--- src/rtl/fetch_controller.sv ---
// fetch_controller
//
// Purpose:
//   Sequences instruction fetch into the instruction buffer. Issues
//   word-aligned requests to instruction memory, writes returned instructions
//   into the buffer with zero latency, and uses a credit scheme so that
//   buffered entries plus in-flight requests never exceed the buffer depth.
//   A redirect flushes the buffer and discards in-flight responses that were
//   requested before the redirect.
//
// Ports:
//   clk             rising-edge clock
//   reset           synchronous, active-high reset
//   enable          permits new requests (responses are always accepted)
//   redirect_valid  one-cycle redirect pulse from the branch unit
//   redirect_pc     redirect target (low two bits ignored)
//   imem_req_valid  request valid to instruction memory
//   imem_req_ready  memory accepts the request
//   imem_req_addr   request address (equals fetch_pc)
//   imem_resp_valid in-order response valid
//   imem_resp_data  response instruction
//   buf_write_en    write strobe to the instruction buffer
//   buf_data        write data to the instruction buffer
//   buf_flush       buffer flush pulse
//   buf_pop         consumer removed one buffer entry
//   fetch_pc        next address to request
//   outstanding     number of in-flight requests
//   busy            high whenever the controller is not idle

module fetch_controller #(
  parameter int                    ADDR_WIDTH      = 32,
  parameter int                    INST_WIDTH      = 32,
  parameter int                    BUFFER_DEPTH    = 8,
  parameter int                    MAX_OUTSTANDING = 4,
  parameter logic [ADDR_WIDTH-1:0] RESET_PC        = '0
) (
  input  logic                                 clk,
  input  logic                                 reset,
  input  logic                                 enable,
  input  logic                                 redirect_valid,
  input  logic [ADDR_WIDTH-1:0]                redirect_pc,
  output logic                                 imem_req_valid,
  input  logic                                 imem_req_ready,
  output logic [ADDR_WIDTH-1:0]                imem_req_addr,
  input  logic                                 imem_resp_valid,
  input  logic [INST_WIDTH-1:0]                imem_resp_data,
  output logic                                 buf_write_en,
  output logic [INST_WIDTH-1:0]                buf_data,
  output logic                                 buf_flush,
  input  logic                                 buf_pop,
  output logic [ADDR_WIDTH-1:0]                fetch_pc,
  output logic [$clog2(MAX_OUTSTANDING):0]     outstanding,
  output logic                                 busy
);

  localparam int OCC_W = $clog2(BUFFER_DEPTH) + 1;
  localparam int OUT_W = $clog2(MAX_OUTSTANDING) + 1;
  // occ and outstanding are each bounded by BUFFER_DEPTH, so one extra bit
  // holds their sum without overflow.
  localparam int SUM_W = OCC_W + 1;

  localparam logic [OCC_W-1:0] OCC_ONE = OCC_W'(1);
  localparam logic [OUT_W-1:0] OUT_ONE = OUT_W'(1);

  localparam logic [1:0] ST_IDLE  = 2'd0;
  localparam logic [1:0] ST_FETCH = 2'd1;
  localparam logic [1:0] ST_DRAIN = 2'd2;

  logic [1:0]            r_state;
  logic [1:0]            w_state_nxt;
  logic [ADDR_WIDTH-1:0] r_fetch_pc;
  logic [OUT_W-1:0]      r_outstanding;
  logic [OUT_W-1:0]      w_out_nxt;
  logic [OCC_W-1:0]      r_occ;
  logic [OCC_W-1:0]      w_occ_nxt;

  logic                  w_in_fetch;
  logic                  w_credit_ok;
  logic                  w_slot_ok;
  logic                  w_accept;
  logic                  w_resp_ok;
  logic                  w_pop_ok;
  logic [ADDR_WIDTH-1:0] w_redirect_aligned;

  assign w_in_fetch         = (r_state == ST_FETCH);
  assign w_redirect_aligned = redirect_pc & ~(ADDR_WIDTH'(3));

  // A new request needs a free buffer slot that no in-flight request has
  // already claimed, plus a free outstanding slot.
  assign w_credit_ok = (SUM_W'(r_occ) + SUM_W'(r_outstanding)) < SUM_W'(BUFFER_DEPTH);
  assign w_slot_ok   = r_outstanding < OUT_W'(MAX_OUTSTANDING);

  assign imem_req_valid = w_in_fetch & enable & ~redirect_valid & w_credit_ok & w_slot_ok;
  assign imem_req_addr  = r_fetch_pc;
  assign w_accept       = imem_req_valid & imem_req_ready;

  // A response with nothing in flight is a protocol error and is dropped.
  assign w_resp_ok = imem_resp_valid & (r_outstanding != '0);

  // Only FETCH-state responses are live; in DRAIN, or on a redirect cycle,
  // the response belongs to the old instruction stream and is discarded.
  assign buf_write_en = w_resp_ok & w_in_fetch & ~redirect_valid;
  assign buf_data     = imem_resp_data;
  assign buf_flush    = redirect_valid & (r_state != ST_IDLE);

  assign w_pop_ok = buf_pop & (r_occ != '0);

  assign fetch_pc    = r_fetch_pc;
  assign outstanding = r_outstanding;
  assign busy        = (r_state != ST_IDLE);

  always_comb begin
    w_out_nxt = r_outstanding;
    case ({w_accept, w_resp_ok})
      2'b10:   w_out_nxt = r_outstanding + OUT_ONE;
      2'b01:   w_out_nxt = r_outstanding - OUT_ONE;
      default: w_out_nxt = r_outstanding;
    endcase
  end

  always_comb begin
    w_occ_nxt = r_occ;
    if (redirect_valid) begin
      w_occ_nxt = '0;
    end else begin
      case ({buf_write_en, w_pop_ok})
        2'b10:   w_occ_nxt = r_occ + OCC_ONE;
        2'b01:   w_occ_nxt = r_occ - OCC_ONE;
        default: w_occ_nxt = r_occ;
      endcase
    end
  end

  always_comb begin
    w_state_nxt = r_state;
    case (r_state)
      ST_IDLE: begin
        if (enable) w_state_nxt = ST_FETCH;
      end
      ST_FETCH: begin
        if (redirect_valid) w_state_nxt = (w_out_nxt != '0) ? ST_DRAIN : ST_FETCH;
      end
      ST_DRAIN: begin
        // Leaves as soon as the last stale response is gone; a redirect here
        // needs no special case since all in-flight data is stale anyway.
        w_state_nxt = (w_out_nxt != '0) ? ST_DRAIN : ST_FETCH;
      end
      default: w_state_nxt = ST_IDLE;
    endcase
  end

  always_ff @(posedge clk) begin
    if (reset) begin
      r_state       <= ST_IDLE;
      r_fetch_pc    <= RESET_PC;
      r_outstanding <= '0;
      r_occ         <= '0;
    end else begin
      r_state       <= w_state_nxt;
      r_outstanding <= w_out_nxt;
      r_occ         <= w_occ_nxt;
      if (redirect_valid) begin
        r_fetch_pc <= w_redirect_aligned;
      end else if (w_accept) begin
        r_fetch_pc <= r_fetch_pc + ADDR_WIDTH'(4);
      end
    end
  end

  a_credit_bound: assert property (@(posedge clk) disable iff (reset)
    ((SUM_W'(r_occ) + SUM_W'(r_outstanding)) <= SUM_W'(BUFFER_DEPTH)));

endmodule
--- config.mk ---
export PLATFORM = sky130hd
export DESIGN_NAME = fetch_controller
export DESIGN_NICKNAME = d
export VERILOG_FILES = /design/src/rtl/fetch_controller.sv
export SDC_FILE = /design/constraint.sdc
export NUM_CORES = 1
export LEC_CHECK = 0
export ABC_AREA = 1
export CAP_MARGIN = 20
export CORE_ASPECT_RATIO = 1.75
export CORE_MARGIN = 2
export CORE_UTILIZATION = 30
export CTS_CLUSTER_DIAMETER = 200
export DETAILED_ROUTE_END_ITERATION = 8
export GPL_ROUTABILITY_DRIVEN = 1
export GPL_TIMING_DRIVEN = 0
export PLACE_DENSITY_LB_ADDON = 0.1
export SETUP_SLACK_MARGIN = 0.4
export SYNTH_ARGS = -nofsm -noshare
export SYNTH_HDL_FRONTEND = slang
export SYNTH_SLANG_ARGS = --single-unit
export TNS_END_PERCENT = 20
--- constraint.sdc ---
create_clock -name clk -period 7.1 [get_ports clk]
set_input_delay 2.13 -clock clk [delete_from_list [all_inputs] [get_ports clk]]
set_output_delay 2.13 -clock clk [all_outputs]
set_load 0.02 [all_outputs]
Word-level counts from Yosys, hierarchy flattened

Index checks and enable logic that the tools add are counted.
Widths: inputs -> output; s select.

Add/subtract/negate cells: 6
Order comparisons: 2
Eq/ne operators: 8
Muxes and demuxes: 8
Bitwise operators: 11
Reductions and logical operators: 9

Operator list:

| cell                  | number |
|---|---|
| $mux 32               | 2 |
| $add 32x3->32 const B | 1 |
| $and 1x1->1           | 10 |
| $pmux 4 s2            | 1 |
| $eq 2x1->1 const B    | 3 |
| $eq 2x2->1 const B    | 3 |
| $mux 2                | 3 |
| $pmux 2 s3            | 1 |
| $pmux 3 s2            | 1 |
| $reduce_bool 2->1     | 3 |
| $reduce_bool 3->1     | 2 |
| $add 4x3->5           | 1 |
| $lt 5x4->1 const B    | 1 |
| $add 4x1->4 const B   | 1 |
| $ne 2x2->1 const B    | 2 |
| $reduce_bool 4->1     | 1 |
| $sub 4x1->4 const B   | 1 |
| $add 3x1->3 const B   | 1 |
| $lt 3x3->1 const B    | 1 |
| $sub 3x1->3 const B   | 1 |
| $logic_not 2->1       | 1 |
| $reduce_and 2->1      | 1 |
| $reduce_or 2->1       | 1 |
| $not 1->1             | 1 |

Register bits: 41
Logic and storage cells: 49

Logic depth before layout (Yosys ltp)

Word-level depth: 12
Gate-level depth with buffers: 16
Depth with buffers taken out: 15

Worst setup path before layout

Ideal clock, no wire load.

Path kind: input -> output
Start point: input redirect_valid
End point: output buf_flush
Data arrival time: 2.783 ns
Data required time: 4.970 ns
Path slack: 2.187 ns
Stages: 4
Cells stage by stage: inv_2 buf_2 buf_2 nor2_1

Cells in the longest elaborated chain, start to end: 1

RTL lines:

| element            | line | text |
|---|---|---|
| start: declaration | 40   | `input logic redirect_valid,` |
| $and 1x1->1        | 104  | `assign buf_flush = redirect_valid & (r_state != ST_IDLE);` |
| end: declaration   | 49   | `output logic buf_flush,` |

No other way between the ends.

Worst setup path in the final report

Same ends and word-level chain as after synthesis.

==> results.json <==
{
  "power.density_nw_per_um2": 172.7,
  "synth-xor-area-share_pct": 3.251,
  "crit_slowest_cell": "clkdlybuf4s50_1",
  "path_max_fanout": 10,
  "drtIter0Drc": 101,
  "globalplace.congestion": 0.8684,
  "track_usage_pct": 18.50,
  "antenna_cells": 0,
  "synth_top_family_by_area": "simple AND/OR/NAND/NOR gates",
  "power_frac_clock_pct": 27.3,
  "hpwlAfterDp_um": 9649,
  "period_share_pct": 85.07,
  "dr_wl_met2_um": 6594,
  "root_buffer": "clkbuf_16",
  "antenna_found_initial": 0,
  "p_int_uw": 570.6,
  "combPwrFrac_pct": 41.5,
  "die_y_um": 146.9,
  "syn_avg_cell_area_um2": 6.344,
  "rsz0062_at_grt": "false",
  "dieArea_um2": 12590,
  "post-cts-setup-buffer-count": 0,
  "setup_violations": 0,
  "portBuffers": 135,
  "h-tree-depth": 2,
  "yosys_warnings": 0,
  "crit_arrival_ns": 3.91,
  "routed_wl_um": 11660,
  "highest_layer": "met4",
  "required_ns": 4.97,
  "grt_max_degree": 12,
  "gr-total-overflow": 0,
  "synthMuxAreaShare_pct": 0,
  "via_per_inst": 4.605,
  "synth_seq_cells": 39,
  "drt-pass1-iter-count": 4,
  "p_leak_nw": 2.287,
  "cts.path.max_buffers": 2,
  "synth_ff_type": "dfxtp_1",
  "period_minus_slack_ns": 6.040,
  "synth_cell_types": 37,
  "critPathKind": "in2out",
  "status": "finished clean",
  "antenna_left": 0,
  "switching_share_pct": 36.35,
  "cts_hold_buf": 0,
  "stdcell_count": 833,
  "ir_drop_uv": 116.5,
  "nets": 780,
  "cts.sink_count": 39,
  "path_clk_slew_ns": 0.06,
  "area_growth_pct": 48.20,
  "die_w_um": 85.68,
  "grt_pass1_wl_um": 18170,
  "met3WireLength_um": 530,
  "tightest_slew_ns": 0.6177,
  "hold_path_class": "reg2reg",
  "netlist_area_um2": 3502,
  "drt-met1-wl_um": 4142,
  "syn_inst": 552,
  "most-common-layout-cells": "151 x nand2_1, 135 x clkdlybuf4s50_1, 68 x buf_4, 63 x nor2_1, 57 x inv_1",
  "num_rows": 52,
  "finalMaxSlewViolations": 0,
  "critPathCaptureType": "output pin",
  "startpoint_type": "primary input",
  "dp_cells": 825,
  "synth-compound-area-share_pct": 8.646,
  "wl_per_cell_um": 14.00,
  "synth_simple_gate_area_share_pct": 38.12,
  "grt_pass1_vias": 3745,
  "yosysSeqAreaShare_pct": 22.29,
  "vias": 3836,
  "crit_chain": "clkdlybuf4s50_1 -> inv_2 -> buf_2 -> buf_2 -> nor2_1 -> clkdlybuf4s50_1",
  "cts_made_buffers": 5,
  "synthArstFlopShare_pct": 0,
  "insertion_delay_ns": 0.29,
  "synth_edf_count": 0,
  "drcViolationCount": 0,
  "pin_count": 174,
  "synthAdderAreaFrac_pct": 4.716,
  "p_switching_uw": 325.8,
  "final_common_cell": "nand2_1",
  "core_area_um2": 11450,
  "cpPeakStageDelay_ns": 0.62,
  "clock.fmax_mhz": 165.6,
  "nFillCells": 1217,
  "cts-resized-gates": 0,
  "slew-limit-headroom_pct": 58.82,
  "drive_above_1_share_pct": 16.05,
  "fin_skew_ns": 0.003060,
  "hold_violations": 0,
  "drv_cap": 0,
  "pwr-share-seq_pct": 31.2,
  "cts_tree": "yes",
  "initial_utilization_pct": 30.58,
  "fin_tns_setup_ns": 0
}
## cells in the mapped netlist, drive strengths merged, types with 4 or more instances
cell type | number | share of area [%]
nand2 | 158 | 18
buf | 75 | 16
nor2 | 73 | 9.8
inv | 60 | 6.5
nand3 | 54 | 8.6
dfxtp | 39 | 22
a21oi | 32 | 5.0
o21ai | 12 | 1.7
ha | 10 | 3.6
xnor2 | 8 | 2.0
xor2 | 5 | 1.3
clkbuf | 4 | 0.43
o21bai | 4 | 0.86
## per-stage QoR
| step | hold slack (ns) | power [mW] | util [%] | setup WS [ns] | instance area [um^2] |
|---|---|---|---|---|---|
| finish | 0.4909 | 0.8964 | 45.32 | 1.060 | 5190 |
| global route | 0.5248 | 0.9491 | 45.32 | 0.9569 | 5190 |
| CTS | 0.4941 | 0.9019 | 45.32 | 1.041 | 5190 |
| detailed placement | 0.4848 | 0.6580 | 43.96 | 1.061 | 5034 |
| global placement | 0.4702 | 0.6486 | 43.96 | 1.036 | 5034 |
| floorplan | 0.4621 | 0.5006 | - | 2.187 | 3513 |
## power groups by stage
stage	logic, mW	registers [mW]	clock network [mW]
floorplan	0.207	0.293	0
global placement	0.365	0.284	0
detailed placement	0.373	0.285	0
CTS	0.375	0.280	0.247
global route	0.409	0.285	0.255
finish	0.372	0.280	0.245
## path summary, 6_finish.rpt
path / from / to / slack [ns] / depth (start not counted)
hold reg to reg: r_state[1] / r_state[1] / 0.49 / 2
setup reg to reg: outstanding[1] / r_state[1] / 4.23 / 14
hold / removal: r_state[1] / r_state[1] / 0.49 / 2
setup / recovery: redirect_valid / buf_flush / 1.06 / 6
## sequential cells by signal, indices dropped and copies added (netlist names)
name         count
r_state          2
fetch_pc        30
r_occ            4
outstanding      3
## critical path: cells and delay by family
kind	cells	cell delay [ns]
buf+inv	5	1.64
simple gates	1	0.13
## cell families (layout without fill, tap and decap cells)
kind of cell	Yosys count	count (layout)
compound gates	53	53
other cells	1	4
simple gates	295	295
xor+xnor	13	13
flops	39	39
fa+ha+maj	12	12
buf+inv	139	282
## area by class of cell
type	instances	area (um^2)	share of cell area [%]
timing repair buffer	135	1351	26.04
inverter	60	227.7	4.388
buffer	79	573.1	11.04
tap	135	168.9	3.255
multi-input combinational	377	1932	37.22
sequential	39	780.7	15.04
clock buffer	8	156.4	3.013
## routing by layer
metal / vias to the layer above / global-route usage [%]
li1: 1948 / -
met1: 1728 / 18.01
met2: 132 / 36.84
met3: 28 / 2.584
met4: 0 / 8.413
met5: - / 0
Note: power is estimated with default switching activity, not from simulation.
